$ cat config.mk
export PLATFORM = sky130hd
export DESIGN_NAME = fifo_axis_bridge_flat
export DESIGN_NICKNAME = d
export VERILOG_FILES = /design/src/rtl/soc_stream_pkg.sv /design/src/rtl/fifo_axis_bridge_if.sv /design/src/rtl/axis_skid_buf.sv /design/src/rtl/fifo_axis_bridge.sv /design/src/flat_wrapper.sv
export SDC_FILE = /design/constraint.sdc
export NUM_CORES = 1
export LEC_CHECK = 0
export ABC_AREA = 0
export BUFFER_PORTS_ARGS = -buffer_cell sky130_fd_sc_hd__buf_2
export CAP_MARGIN = 20
export CORE_UTILIZATION = 40
export CTS_CLUSTER_SIZE = 10
export DETAILED_ROUTE_END_ITERATION = 6
export SLEW_MARGIN = 15
export SYNTH_ARGS = -nofsm -noshare
export SYNTH_HDL_FRONTEND = slang
export SYNTH_SLANG_ARGS = --single-unit
$ cat constraint.sdc
create_clock -name clk -period 4.2 [get_ports clk]
set_input_delay 0.84 -clock clk [delete_from_list [all_inputs] [get_ports clk]]
set_output_delay 0.84 -clock clk [all_outputs]
set_load 0.005 [all_outputs]
$ cat src/rtl/soc_stream_pkg.sv
// soc_stream_pkg: shared widths and types for the stream bridge blocks
package soc_stream_pkg;
    localparam int DATA_W_DEF      = 32;
    localparam int FRAME_LEN_W_DEF = 10;
    localparam int OCC_W           = 2;
    typedef logic [OCC_W-1:0] occ_t;
endpackage

$ cat src/rtl/fifo_axis_bridge_if.sv
// fifo_axis_bridge_if: AXI-Stream data channel with master/slave views
interface fifo_axis_bridge_if import soc_stream_pkg::*; #(parameter int WIDTH = DATA_W_DEF);
    logic             tvalid;
    logic             tready;
    logic [WIDTH-1:0] tdata;
    logic             tlast;
    modport master(output tvalid, output tdata, output tlast, input tready);
    modport slave(input tvalid, input tdata, input tlast, output tready);
endinterface

$ cat src/rtl/axis_skid_buf.sv
// axis_skid_buf: 2-entry {data,last} output buffer driving an AXI-Stream master from registers
module axis_skid_buf import soc_stream_pkg::*; #(
    parameter int WIDTH = DATA_W_DEF
) (
    input  logic               clk,
    input  logic               reset,
    input  logic               push_i,
    input  logic [WIDTH-1:0]   data_i,
    input  logic               last_i,
    output occ_t               occ_o,
    fifo_axis_bridge_if.master m_axis
);
    occ_t             occ_q, occ_d, rem;
    logic [WIDTH-1:0] d0_q, d0_d, d1_q, d1_d;
    logic             l0_q, l0_d, l1_q, l1_d, hs;

    assign hs            = (occ_q != 2'd0) && m_axis.tready;
    assign m_axis.tvalid = occ_q != 2'd0;
    assign m_axis.tdata  = d0_q;
    assign m_axis.tlast  = l0_q;
    assign occ_o         = occ_q;

    // Shift the tail forward on a handshake, then drop a pushed word into the first free slot
    always_comb begin
        rem   = occ_q - occ_t'(hs);
        d0_d  = (push_i && rem == 2'd0) ? data_i : ((hs && occ_q == 2'd2) ? d1_q : d0_q);
        l0_d  = (push_i && rem == 2'd0) ? last_i : ((hs && occ_q == 2'd2) ? l1_q : l0_q);
        d1_d  = (push_i && rem == 2'd1) ? data_i : d1_q;
        l1_d  = (push_i && rem == 2'd1) ? last_i : l1_q;
        occ_d = rem + occ_t'(push_i);
    end

    // Buffer storage and occupancy; reset discards anything held
    always_ff @(posedge clk) begin
        if (reset) begin
            occ_q <= '0;
            d0_q  <= '0;
            l0_q  <= 1'b0;
            d1_q  <= '0;
            l1_q  <= 1'b0;
        end else begin
            occ_q <= occ_d;
            d0_q  <= d0_d;
            l0_q  <= l0_d;
            d1_q  <= d1_d;
            l1_q  <= l1_d;
        end
    end
endmodule

$ cat src/rtl/fifo_axis_bridge.sv
// fifo_axis_bridge: drains a show-ahead FIFO into a framed AXI-Stream master at 1 word/clk
module fifo_axis_bridge import soc_stream_pkg::*; #(
    parameter int WIDTH = DATA_W_DEF,
    parameter int LEN_W = FRAME_LEN_W_DEF
) (
    input  logic               clk,
    input  logic               reset,
    input  logic               fifo_empty,
    input  logic [WIDTH-1:0]   fifo_data,
    output logic               r_ready,
    input  logic [LEN_W-1:0]   cfg_frame_len,
    fifo_axis_bridge_if.master m_axis,
    output logic               frame_done,
    output logic               busy
);
    occ_t             occ;
    logic [LEN_W-1:0] beat_cnt_q, beat_cnt_d, frame_len_q, frame_len_d, eff_len;
    logic             last, frame_done_q;

    // Pop depends only on registered occupancy, so tready never reaches r_ready
    assign r_ready    = !reset && !fifo_empty && (occ < 2'd2);
    assign frame_done = frame_done_q;
    assign busy       = (occ != 2'd0) || (beat_cnt_q != '0);

    // Framing tag computed at pop time; a zero length is treated as single-beat frames
    always_comb begin
        eff_len     = (beat_cnt_q == '0) ? ((cfg_frame_len == '0) ? LEN_W'(1) : cfg_frame_len) : frame_len_q;
        last        = beat_cnt_q == eff_len - LEN_W'(1);
        frame_len_d = (r_ready && beat_cnt_q == '0) ? eff_len : frame_len_q;
        beat_cnt_d  = !r_ready ? beat_cnt_q : (last ? '0 : beat_cnt_q + LEN_W'(1));
    end

    // Beat counter, latched frame length and the registered end-of-frame pulse
    always_ff @(posedge clk) begin
        if (reset) begin
            beat_cnt_q   <= '0;
            frame_len_q  <= '0;
            frame_done_q <= 1'b0;
        end else begin
            beat_cnt_q   <= beat_cnt_d;
            frame_len_q  <= frame_len_d;
            frame_done_q <= m_axis.tvalid && m_axis.tready && m_axis.tlast;
        end
    end

    axis_skid_buf #(.WIDTH(WIDTH)) u_buf (
        .clk    (clk),
        .reset  (reset),
        .push_i (r_ready),
        .data_i (fifo_data),
        .last_i (last),
        .occ_o  (occ),
        .m_axis (m_axis)
    );
endmodule

$ cat src/flat_wrapper.sv
// flat-port wrapper written by rule: the top's interface ports become plain ports
module fifo_axis_bridge_flat import soc_stream_pkg::*;
#(
    parameter int WIDTH = DATA_W_DEF,
    parameter int LEN_W = FRAME_LEN_W_DEF
)
  (clk, reset, fifo_empty, fifo_data, r_ready, cfg_frame_len, frame_done, busy, m_axis_tvalid, m_axis_tdata, m_axis_tlast, m_axis_tready);
  fifo_axis_bridge_if #(.WIDTH(WIDTH)) m_axis_i ();
  input  logic clk;
  input  logic reset;
  input  logic fifo_empty;
  input  logic [WIDTH-1:0] fifo_data;
  output logic r_ready;
  input  logic [LEN_W-1:0] cfg_frame_len;
  output logic frame_done;
  output logic busy;
  output wire logic [$bits(m_axis_i.tvalid)-1:0] m_axis_tvalid;
  output wire logic [$bits(m_axis_i.tdata)-1:0] m_axis_tdata;
  output wire logic [$bits(m_axis_i.tlast)-1:0] m_axis_tlast;
  input wire logic [$bits(m_axis_i.tready)-1:0] m_axis_tready;
  assign m_axis_tvalid = m_axis_i.tvalid;
  assign m_axis_tdata = m_axis_i.tdata;
  assign m_axis_tlast = m_axis_i.tlast;
  assign m_axis_i.tready = m_axis_tready;
  fifo_axis_bridge #(.WIDTH(WIDTH), .LEN_W(LEN_W)) u_core (.clk(clk), .reset(reset), .fifo_empty(fifo_empty), .fifo_data(fifo_data), .r_ready(r_ready), .cfg_frame_len(cfg_frame_len), .m_axis(m_axis_i), .frame_done(frame_done), .busy(busy));
endmodule
Word level (Yosys, flattened, before mapping)
Cells that the tools add are included.
{ "word_totals": {"memories": 0, "reg_bits": 89, "elab_cells": 40, "out_inout_bits": 37, "in_bits": 46, "mem_bits_ro": 0, "latch_bits": 0, "ram_bits": 0} }
{ "op_classes": {"magnitude_cmp": 1, "n_mux": 7, "n_eq_ne": 3, "n_bitwise": 0, "n_div": 0, "shifts": 0, "reduce_logical": 17, "n_addsub": 4, "mul": 0} }
{ "ops": {"columns": ["cell", "count"], "rows": [
  ["32-bit two-way mux", 2],
  ["10-bit two-way mux", 3],
  ["10-bit zero test", 2],
  ["10-bit by 1-bit adder with 10-bit output (second input constant)", 1],
  ["10-bit equality test", 1],
  ["10-bit nonzero test", 1],
  ["10-bit by 1-bit subtractor with 10-bit output (second input constant)", 1],
  ["1-bit logical AND", 8],
  ["2-bit nonzero test", 2],
  ["2-bit by 1-bit adder with 2-bit output", 1],
  ["2-bit by 1-bit equality test with 1-bit output (second input constant)", 1],
  ["2-bit equality test (second input constant)", 1],
  ["1-bit zero test", 2],
  ["2-bit zero test", 1],
  ["2-bit less-than comparator (second input constant)", 1],
  ["1-bit two-way mux", 2],
  ["2-bit by 1-bit subtractor with 2-bit output", 1],
  ["1-bit logical OR", 1]
]} }

Logic depth before layout (Yosys ltp)
Gate-level depths: netlist of run 1.
{ "depth": {"ltp_word": 6, "mapped_depth": 14, "mapped_depth_nobuf": 13} }

Hierarchy
Synthesis of run 1 repeated with hierarchy kept, for this count alone.
{ "hier_totals": {"cells_unflattened": 543, "hier_area_um2": 4712.0} }
{ "by_module_without_submodules": {"columns": ["module", "cells_per_inst", "area_per_inst_um2", "seq_area_each_um2", "n_inst"], "rows": [
  ["axis_skid_buf", 342, 3034.2, 1361.3, 1],
  ["fifo_axis_bridge", 201, 1677.9, 420.4, 1]
]} }

Least setup slack after synthesis of run 1
Ideal clock, no wire load.
{ "synth_path": {"path_type": "register to register", "startpoint": "register u_core.beat_cnt_q[0]", "endpoint": "register u_core.beat_cnt_q[2]", "setup_slack_ns": 0.922, "arrival_time_ns": 3.141, "period_less_slack_ns": 3.278, "t_required_ns": 4.063, "n_path_buf": 1, "setup_time_ns": 0.137, "stages_incl_launch_ff": 14, "cell_sequence": "dfxtp_1 inv_1 ha_1 or4b_4 nor3_4 buf_6 mux2i_1 ha_1 inv_1 nor4b_1 mux2i_1 o31a_1 nor4_4 a211oi_1"} }
{ "synth_between": {"elab_chain_len": 5, "elab_cells_between_ends": 6, "classes_between": "add/sub: 2; eq/ne: 1; mux: 2; reduce/logical: 1"} }
{ "synth_rtl": {"columns": ["item", "line", "text"], "rows": [
  ["start, declared", "fifo_axis_bridge.sv:17", "logic [LEN_W-1:0] beat_cnt_q, beat_cnt_d, frame_len_q, frame_len_d, eff_len;"],
  ["start signal, assigned", "fifo_axis_bridge.sv:40", "beat_cnt_q <= beat_cnt_d;"],
  ["10-bit zero test", "fifo_axis_bridge.sv:27", "eff_len = (beat_cnt_q == '0) ? ((cfg_frame_len == '0) ? LEN_W'(1) : cfg_frame_len) : frame_len_q;"],
  ["10-bit two-way mux", "fifo_axis_bridge.sv:27", null],
  ["10-bit by 1-bit subtractor with 10-bit output", "fifo_axis_bridge.sv:28", "last = beat_cnt_q == eff_len - LEN_W'(1);"],
  ["10-bit equality test", "fifo_axis_bridge.sv:28", null],
  ["10-bit two-way mux (*)", "fifo_axis_bridge.sv:30", "beat_cnt_d = !r_ready ? beat_cnt_q : (last ? '0 : beat_cnt_q + LEN_W'(1));"]
]} }
Mark *: on every way between the ends. The rest lies on a longest branch, timed or not.
A chain may end at the register's enable or synchronous reset.

Worst setup path in the final report of run 1
{ "layout_path": {"startpoint": "register u_core.beat_cnt_q[0]", "endpoint": "register u_core.beat_cnt_q[7]"} }
The elaborated chain is that of the path after synthesis.

==> results.md, run 1 <==
- Die Ht: 104 um
- Starting density of the core: 41.0%
- Vias in the first global route: 3618
- Reg2reg path depth: 12
- Total grt overflow: 0
- Req. time, crit path: ~4.4 ns
- Endpoints failing hold: 0
- Setup ws final: 0.524 ns
- Post-DP Area: roughly 4700 um^2
- Antenna violations before repair: 0
- Most common library cell in the layout ignoring fill and taps: dfxtp_1
- Num CTS Buffers: 9
- Status: finished clean
- Tightest Pin Transition: 0.913 ns
- Placement Setup Slack: 0.608 ns
- Cell variety after synth: 47
- DRT iter0 DRCs: roughly 180
- Synthesis-to-layout area growth: 17.5%
- Setup violations, final: 0
- Largest net degree at the start of global routing: 83
- Synthesized area per cell: 8.56 um^2
- Layout cells sized above 1: 21.6%
- Max FO, Critical Path: 8
- Buf+Inv Stages, Crit Path: 2
- Die width: 104 um
- Fin nets: 611
- CP top delay family: simple AND/OR/NAND/NOR gates
- Tightest Hold Check Type: flop to flop
- Vias per cell: approximately 5.3
- Gate power share: 37.4%
- Site Rows: 37
- Detailed-route via count: 3703
- Clock Path Buffers: 2
- Critical path type: flop to flop
- RSZ-0062 raised after global routing: no
- Clk_lat worst skew: 0.36 ns
- Slew HR: roughly two fifths
- Reg-to-Reg End: u_core.beat_cnt_q[7]
- Post-CTS setup buffers: 0
- Tcrit/Tclk final: around 90%
- Design area: about 4900 um^2
- #FFs+latches synth: 89
- CTS resizes: 0
- Hold endpoint: u_core.u_buf.d1_q[29]
- Synth Net Count: 541
- Full die area: 10900 um^2
- Clock share of power: 21.7%
- GRT Total Usage: between 15 and 20%
- 1st-pass router iterations: 5
- Mapped Cells: 490
- Min cycle time layout: 3.68 ns
- Drt total wl: 10.3 mm
- Pleak: about 2.2 nW
- Cell area after synthesis: 4200 um^2
- Filler cells: roughly 1000
- Sw Ratio: 37.0%
- CTS tree: done
- Synth Warn #: 0
- First-pass GRT wire length: around 17 mm
- Seq pwr share: about 40%
- Clock-pin slew on the worst setup and hold paths: 0.10 ns
- Post-route antenna net violation count: 0
- DP HPWL: around 7 mm
- CTS Root Cell: clkbuf_8
- EDFF count, synth: 0
- Final core utilization: 48.2%
- H-tree depth: 3
- Antenna cell count: 0
- Post-CTS Hold Buffers: 0
- Worst vdd ir: 0.226 mV
- RePlAce Congestion: 0.852
- Fin. max-slew vios: 0
- Main flop type after synthesis: dfxtp_1
- Highest Clock Rate: 272 MHz
- R2R setup slack: between 0.5 and 0.6 ns
- Pint: about 0.0016 W
- CTS sink cnt: 89
- DR DRC count: 0
- Worst hold stages: 2
- Area of the multi-input gates: 2240 um^2
- # IOs: 83
- PnR Total Power: 0.00259 W
- Setup TNS: 0 ns
- Worst setup EP type: flop
- CORE AREA: approximately 10000 um^2
- Net Sw Power: 0.000960 W
- Max-cap violation count: 0
- Wire per inst: 14.7 um
- PD cells: ~530 nW/um^2
- Crit path max-delay cell type: or4b_4
- Most frequent cells in the layout: dfxtp_1, buf_2, nand2_1
- IO Port Bufs: just over 80
- Ys async rst share: 0%
- Worst Path Arrival: 3.88 ns
- CP cell instances: inv_1, ha_1, or4b_4, nor3_4, mux2i_1, ha_1, inv_1, nor4b_1, mux2i_1, o31a_1, nor4_4, a211oi_1
- Post-synthesis sequential area ratio: 42.5%
- CP max stage delay: ~0.5 ns
- Register Area: 1780 um^2
- Reg2reg start: u_core.beat_cnt_q[0]
- Critical hold path startpoint: u_core.u_buf.d1_q[29]
- Clk_skew: 0.00877 ns
- Startpoint types: flop
per-layer routing:
layer / up-vias / wire length, um / GRT usage, %
met5: - / 0 / 0
met3: 6 / 674 / 5.70
met2: 96 / 4980 / 33.3
met1: 1731 / 4550 / 23.5
met4: 0 / 80 / 5.10
li1: 1870 / - / -
tightest hold or removal path, delay by kind of cell, from the launching register on:
| family | cells | cell delay [ns] |
|---|---|---|
| AOI/OAI and AO/OA | 1 | 0.05 |
| and+or+nand+nor | 1 | 0.05 |
| DFF | 1 | 0.32 |
area by class of cell:
type	count	share of cell area [%]
tap	136	3.45
multi-input combinational	355	45.5
clock buffer	9	2.51
inverter	14	1.07
sequential	89	36.1
clock inverter	7	1.29
timing repair buffer	91	10.1
synth_stat cells, types with 7 or more instances:
cell	count	share of area, %
a21oi_1	40	4.8
nand2_1	81	7.2
a211oi_1	41	7.3
xor2_1	8	1.7
xnor2_1	11	2.3
clkbuf_1	26	2.3
nand3_1	7	0.83
inv_1	13	1.2
o21ai_0	8	0.95
mux2i_1	45	11
nor3_1	8	0.95
nor2_1	46	4.1
dfxtp_1	89	42
power groups by stage:
stage                     Sequential [W]  Clock (W)  Combinational [W]
after floorplan                  0.00107          0           0.000686
after global placement           0.00108          0           0.000946
after detailed placement         0.00108          0           0.000954
after CTS                        0.00106   0.000576           0.000960
after global routing             0.00108   0.000614            0.00108
final                            0.00106   0.000562           0.000968
state kept, by name, indices dropped and copies added (netlist names):
name / flops
u_core.frame_done: 1
u_core.u_buf.m_axis.tlast: 1
u_core.beat_cnt_q: 10
u_core.u_buf.l1_q: 1
u_core.frame_len_q: 10
u_core.u_buf.m_axis.tdata: 32
u_core.u_buf.occ_o: 2
u_core.u_buf.d1_q: 32
cells by family (layout without fill, tap and decap cells):
kind of cell	after synthesis	count (layout)	share of synthesized area, %
compound gates	113	113	17.7
xor+xnor	20	20	4.50
fa+ha+maj	5	5	1.49
buf+inv	46	121	4.38
flops	89	89	42.5
mux	45	45	10.7
simple gates	172	172	18.7
worst max-delay path by stage:
stage,startpoint,endpoint,depth (start not counted)
final,u_core.beat_cnt_q[0],u_core.beat_cnt_q[7],12
after CTS,u_core.beat_cnt_q[0],u_core.beat_cnt_q[5],12
after global placement,u_core.beat_cnt_q[0],u_core.beat_cnt_q[5],12
after global routing,u_core.beat_cnt_q[0],u_core.beat_cnt_q[3],12
after detailed placement,u_core.beat_cnt_q[0],u_core.beat_cnt_q[7],12
after floorplan,u_core.beat_cnt_q[0],u_core.beat_cnt_q[2],13
per-stage QoR:
stage	std cells	hold slack (ns)
after floorplan	490	0.436
after global placement	684	0.440
after detailed placement	684	0.446
after CTS	700	0.458
after global routing	701	0.481
final	701	0.458
Power figures use the tool's default switching activity.
==> inputs of run 2 (changes only) <==
--- a/config.mk
+++ b/config.mk
@@ -11,6 +11,7 @@
 export CORE_UTILIZATION = 40
 export CTS_CLUSTER_SIZE = 10
 export DETAILED_ROUTE_END_ITERATION = 6
+export RECOVER_POWER = 100
 export SLEW_MARGIN = 15
 export SYNTH_ARGS = -nofsm -noshare
 export SYNTH_HDL_FRONTEND = slang
==> results.md, run 2 (same netlist as run 1, synthesis figures left out) <==
- Req. time, crit path: 4.41 ns (about the same)
- Num CTS Buffers: 9 (unchanged)
- RSZ-0062 raised after global routing: no
- Placement Setup Slack: 0.608 ns (unchanged)
- Tightest Pin Transition: 1.59 ns (+0.682 ns)
- Highest Clock Rate: 270 MHz (-0.65%)
- CTS resizes: 0 (unchanged)
- Setup violations, final: 0 (unchanged)
- Fin nets: 611 (unchanged)
- Reg2reg path depth: 12 (unchanged)
- Critical hold path startpoint: u_core.u_buf.d1_q[29]
- Post-CTS Hold Buffers: 0 (unchanged)
- Hold endpoint: u_core.u_buf.d1_q[29]
- # IOs: 83 (unchanged)
- Setup ws final: 0.500 ns (-0.0239 ns)
- Layout cells sized above 1: 17.0% (-4.6 points)
- CP top delay family: simple AND/OR/NAND/NOR gates
- Fin. max-slew vios: 33 (+33)
- Largest net degree at the start of global routing: 83 (unchanged)
- CTS sink cnt: 89 (unchanged)
- DR DRC count: 0 (unchanged)
- PnR Total Power: 0.00257 W (-1.0%)
- Most common library cell in the layout ignoring fill and taps: dfxtp_1
- Post-CTS setup buffers: 0 (unchanged)
- Vias per cell: 5.36 (+1.4%)
- Crit path max-delay cell type: or4b_1
- Most frequent cells in the layout: dfxtp_1, nand2_1, buf_2
- RePlAce Congestion: 0.852 (unchanged)
- Worst hold stages: 2 (unchanged)
- CTS Root Cell: clkbuf_8
- Full die area: 10900 um^2 (unchanged)
- Reg2reg start: u_core.beat_cnt_q[0]
- Synthesis-to-layout area growth: 16.3%
- Startpoint types: flop
- Antenna cell count: 0 (unchanged)
- Worst setup EP type: flop
- Max FO, Critical Path: 8 (unchanged)
- CORE AREA: 10200 um^2 (unchanged)
- Slew HR: -6.33% (-45 points)
- Worst vdd ir: 0.221 mV (-2.4%)
- Clk_skew: 0.00860 ns (-0.000171 ns)
- Total grt overflow: 0 (unchanged)
- Worst Hold Slack: 0.458 ns (+0.0000210 ns)
- Setup TNS: 0 ns (unchanged)
- DP HPWL: 6.99 mm (unchanged)
- CP max stage delay: 0.53 ns (+0.03 ns)
- Clk_lat worst skew: 0.36 ns (about the same)
- CTS tree: done
- PD cells: 526 nW/um^2 (about the same)
- Tcrit/Tclk final: 88.1% (+0.57 points)
- Die width: 104 um (unchanged)
- DRT iter0 DRCs: 244 (+33%)
- Tightest Hold Check Type: flop to flop
- Vias in the first global route: 3618 (unchanged)
- Site Rows: 37 (unchanged)
- Worst Path Arrival: 3.91 ns (+0.03 ns)
- Wire per inst: 14.7 um (+0.19%)
- Max-cap violation count: 1 (+1)
- IO Port Bufs: 82 (unchanged)
- Drt total wl: 10.3 mm (+0.19%)
- R2R setup slack: 0.50 ns (-0.02 ns)
- Antenna violations before repair: 0 (unchanged)
- Die Ht: 104 um (unchanged)
- CP cell instances: inv_1, ha_1, or4b_1, nor3_4, mux2i_1, ha_1, inv_1, nor4b_1, mux2i_1, o31a_1, nor4_4, a211oi_1
- Post-route antenna net violation count: 0 (unchanged)
- Placed cell count: 684 (unchanged)
- Pleak: 2.07 nW (-4.5%)
- Non-filler cells, final: 701 (unchanged)
- Endpoints failing hold: 0 (unchanged)
- GRT Total Usage: 19.4% (unchanged)
- First-pass GRT wire length: 17.1 mm (unchanged)
- Failing checks: capacitance limit, slew limit
- Buf+Inv Stages, Crit Path: 2 (unchanged)
- Reg-to-Reg End: u_core.beat_cnt_q[5]
- H-tree depth: 3 (unchanged)
- Clock-pin slew on the worst setup and hold paths: 0.10 ns (about the same)
- Detailed-route via count: 3756 (+1.4%)
- 1st-pass router iterations: 5 (unchanged)
- Starting density of the core: 41.0% (unchanged)
- Status: complete, but fails checks
- Min cycle time layout: 3.70 ns (+0.0239 ns)
- Critical path type: flop to flop
- Clock Path Buffers: 2 (unchanged)
[run 2: changes by cell type in the layout (fill, tap and decap cells not counted), sizes merged]
cell / before / now
buf: 91 / 67
clkbuf: 9 / 32
dlymetal6s2s: 0 / 1
[run 2: power by group]
| part | switching [W] | internal (W) |
|---|---|---|
| combinational | 0.000537 | 0.000404 |
| sequential | 0.0000868 | 0.000976 |
| clock | 0.000335 | 0.000226 |
| total | 0.000959 | 0.00161 |
[run 2: worst register-to-register path, cell delays in order (launching register included)]
cell,delay (ns)
dfxtp_1,0.39
inv_1,0.10
ha_1,0.17
or4b_1,0.53
nor3_4,0.31
mux2i_1,0.34
ha_1,0.23
inv_1,0.08
nor4b_1,0.26
mux2i_1,0.14
o31a_1,0.40
nor4_4,0.46
a211oi_1,0.14
[run 2: final cells by class]
class,instances,area (um^2)
sequential,89,1780
tap,136,170
multi-input combinational,355,2240
inverter,14,52.6
clock inverter,7,63.8
clock buffer,9,124
timing repair buffer,91,452
fill,1048,5350
[run 2: worst max-delay path by stage]
stage | from | to | cells after the start
final | u_core.beat_cnt_q[0] | u_core.beat_cnt_q[5] | 12
after global routing | u_core.beat_cnt_q[0] | u_core.beat_cnt_q[3] | 12
after CTS | u_core.beat_cnt_q[0] | u_core.beat_cnt_q[5] | 12
after detailed placement | u_core.beat_cnt_q[0] | u_core.beat_cnt_q[7] | 12
after global placement | u_core.beat_cnt_q[0] | u_core.beat_cnt_q[5] | 12
after floorplan | u_core.beat_cnt_q[0] | u_core.beat_cnt_q[2] | 13
[run 2: per-layer routing]
layer	up-vias	global-route usage (%)	wire (um)
li1	1879	-	-
met1	1764	23.5	4510
met2	105	33.3	5010
met3	8	5.70	687
met4	0	5.10	98
met5	-	0	0
[run 2: through the flow]
step / cell area, um^2 / utilization [%]
6_report: 4880 / 47.7
3_5_place_dp: 4720 / 46.1
4_1_cts: 4900 / 47.9
3_3_place_gp: 4720 / 46.1
5_1_grt: 4880 / 47.7
2_1_floorplan: 4200 / -
==> inputs of run 3 (changes only) <==
--- a/config.mk
+++ b/config.mk
@@ -11,6 +11,7 @@
 export CORE_UTILIZATION = 40
 export CTS_CLUSTER_SIZE = 10
 export DETAILED_ROUTE_END_ITERATION = 6
+export PLACE_DENSITY = 0.61
 export RECOVER_POWER = 100
 export SLEW_MARGIN = 15
 export SYNTH_ARGS = -nofsm -noshare
==> results.md, run 3 (same netlist as run 1, synthesis figures left out) <==
- Status: complete, but fails checks
- Failing checks: capacitance limit, slew limit
- CTS resizes: 0 (unchanged)
- Worst hold stages: 2 (unchanged)
- Placed cell count: 682 (-0.29%)
- Drt total wl: 10.3 mm (-0.43%)
- Pint: 0.00167 W (+4.1%)
- Hold endpoint: u_core.u_buf.d1_q[22]
- Layout cells sized above 1: 17.3% (+0.30 points)
- Starting density of the core: 41.0% (unchanged)
- First-pass GRT wire length: 17.3 mm (+0.72%)
- Full die area: 10900 um^2 (unchanged)
- Pleak: 2.07 nW (about the same)
- Setup ws final: 0.462 ns (-0.0379 ns)
- CTS sink cnt: 89 (unchanged)
- Worst Hold Slack: 0.455 ns (-0.00281 ns)
- Req. time, crit path: 4.40 ns (about the same)
- Clk_lat worst skew: 0.35 ns (about the same)
- Num CTS Buffers: 9 (unchanged)
- Vias per cell: 5.32 (-0.68%)
- Post-CTS Hold Buffers: 0 (unchanged)
- Placement Setup Slack: 0.576 ns (-0.0319 ns)
- Antenna cell count: 0 (unchanged)
- Clock-pin slew on the worst setup and hold paths: 0.08 ns (-0.02 ns)
- Min cycle time layout: 3.74 ns (+0.0379 ns)
- CORE AREA: 10200 um^2 (unchanged)
- Filler cells: 1011 (-3.5%)
- Tightest Pin Transition: 2.12 ns (+0.527 ns)
- Most frequent cells in the layout: dfxtp_1, nand2_1, buf_2
- RePlAce Congestion: 0.857 (+0.62%)
- RSZ-0062 raised after global routing: no
- Critical hold path startpoint: u_core.u_buf.d1_q[22]
- Slew HR: -41.5% (-35 points)
- PD cells: 533 nW/um^2 (+1.5%)
- Detailed-route via count: 3709 (-1.3%)
- Tightest Hold Check Type: flop to flop
- Worst setup EP type: flop
- # IOs: 83 (unchanged)
- Reg2reg path depth: 12 (unchanged)
- Non-filler cells, final: 697 (-0.57%)
- 1st-pass router iterations: 4 (-1)
- Post-route antenna net violation count: 0 (unchanged)
- Max-cap violation count: 1 (unchanged)
- R2R setup slack: 0.46 ns (-0.04 ns)
- Worst Path Arrival: 3.94 ns (+0.03 ns)
- Endpoints failing hold: 0 (unchanged)
- Antenna violations before repair: 1 (+1)
- Fin. max-slew vios: 65 (+97%)
- Gate power share: 36.3% (-0.4 points)
- CTS Root Cell: clkbuf_8
- DRT iter0 DRCs: 197 (-19%)
- Max FO, Critical Path: 8 (unchanged)
- IO Port Bufs: 82 (unchanged)
- Sw Ratio: 35.6% (-1.8 points)
- Largest net degree at the start of global routing: 83 (unchanged)
- Clk_skew: 0.00798 ns (-0.000624 ns)
- CTS tree: done
- Site Rows: 37 (unchanged)
- Reg2reg start: u_core.beat_cnt_q[0]
- Setup violations, final: 0 (unchanged)
- Tcrit/Tclk final: 89.0% (+0.90 points)
- Seq pwr share: 41.0% (-0.4 points)
- H-tree depth: 3 (unchanged)
- Fin nets: 608 (-0.49%)
- Die Ht: 104 um (unchanged)
- Design area: 4870 um^2 (-0.28%)
- Startpoint types: flop
- DP HPWL: 6.94 mm (-0.75%)
- Wire per inst: 14.7 um (+0.14%)
- Post-CTS setup buffers: 0 (unchanged)
- DR DRC count: 0 (unchanged)
- Synthesis-to-layout area growth: 16.0%
- Post-DP Area: 4700 um^2 (-0.32%)
- Setup TNS: 0 ns (unchanged)
- Die width: 104 um (unchanged)
- Worst vdd ir: 0.271 mV (+23%)
- Critical path type: flop to flop
- Net Sw Power: 0.000924 W (-3.7%)
- Clock Path Buffers: 2 (unchanged)
- Most common library cell in the layout ignoring fill and taps: dfxtp_1
- Vias in the first global route: 3540 (-2.2%)
- Total grt overflow: 0 (unchanged)
- GRT Total Usage: 19.6% (+0.22 points)
- Reg-to-Reg End: u_core.beat_cnt_q[3]
- Clock share of power: 22.7% (+0.8 points)
- Highest Clock Rate: 268 MHz (-1.0%)
-- run 3: cell types whose count changed in the layout (fill, tap and decap cells not counted) --
| cell | before | now |
|---|---|---|
| buf_4 | 7 | 5 |
| inv_6 | 3 | 0 |
| dlymetal6s2s_1 | 1 | 0 |
| and2_1 | 2 | 1 |
| clkinvlp_4 | 1 | 2 |
| clkinv_2 | 1 | 0 |
| clkbuf_8 | 9 | 10 |
| buf_2 | 60 | 65 |
| clkbuf_1 | 23 | 19 |
| bufinv_16 | 0 | 1 |
| and2_0 | 0 | 1 |
| clkinv_8 | 1 | 0 |
-- run 3: worst max-delay path: stages (launching register included) --
cell,delay (ns)
dfxtp_1,0.37
inv_1,0.10
ha_1,0.17
or4b_1,0.53
nor3_4,0.32
mux2i_1,0.33
ha_1,0.23
inv_1,0.07
nor4b_1,0.30
mux2i_1,0.16
o31a_1,0.40
nor4_4,0.47
a211oi_1,0.15
-- run 3: how the worst max path moves through the flow --
stage	to	slack [ns]	start
6_report	u_core.beat_cnt_q[3]	0.46	u_core.beat_cnt_q[0]
5_1_grt	u_core.beat_cnt_q[4]	0.21	u_core.beat_cnt_q[0]
4_1_cts	u_core.beat_cnt_q[3]	0.56	u_core.beat_cnt_q[0]
3_5_place_dp	u_core.beat_cnt_q[3]	0.58	u_core.beat_cnt_q[0]
3_3_place_gp	u_core.beat_cnt_q[5]	0.71	u_core.beat_cnt_q[0]
2_1_floorplan	u_core.beat_cnt_q[2]	0.92	u_core.beat_cnt_q[0]
-- run 3: per-layer routing --
layer	share of wire, %	GRT usage, %	wire length (um)
met5	0.097	0	10
met2	47	31.4	4800
met1	46	25.2	4730
met3	5.8	5.95	597
met4	1.2	6.02	121
-- run 3: area by class of cell --
cell class                      count  area, um^2  share of cell area, %
Clock buffer                       11         141                   2.90
Clock inverter                      4        53.8                   1.11
Inverter                           14        52.6                   1.08
Multi-Input combinational cell    355        2240                   46.0
Sequential cell                    89        1780                   36.6
Tap cell                          136         170                   3.50
Timing Repair Buffer               88         430                   8.84
-- run 3: stage by stage --
step	utilization, %	power [W]
final	47.6	0.00260
after global routing	47.6	0.00278
after CTS	47.9	0.00263
after detailed placement	46.0	0.00204
after global placement	46.0	0.00202
after floorplan	-	0.00176
-- run 3: power groups by stage --
stage               sequential, W  combinational, W  clock, W
finish                    0.00107          0.000942  0.000589
detailed placement        0.00108          0.000952         0
floorplan                 0.00107          0.000686         0
global placement          0.00108          0.000941         0
CTS                       0.00106          0.000957  0.000605
global route              0.00108           0.00105  0.000642
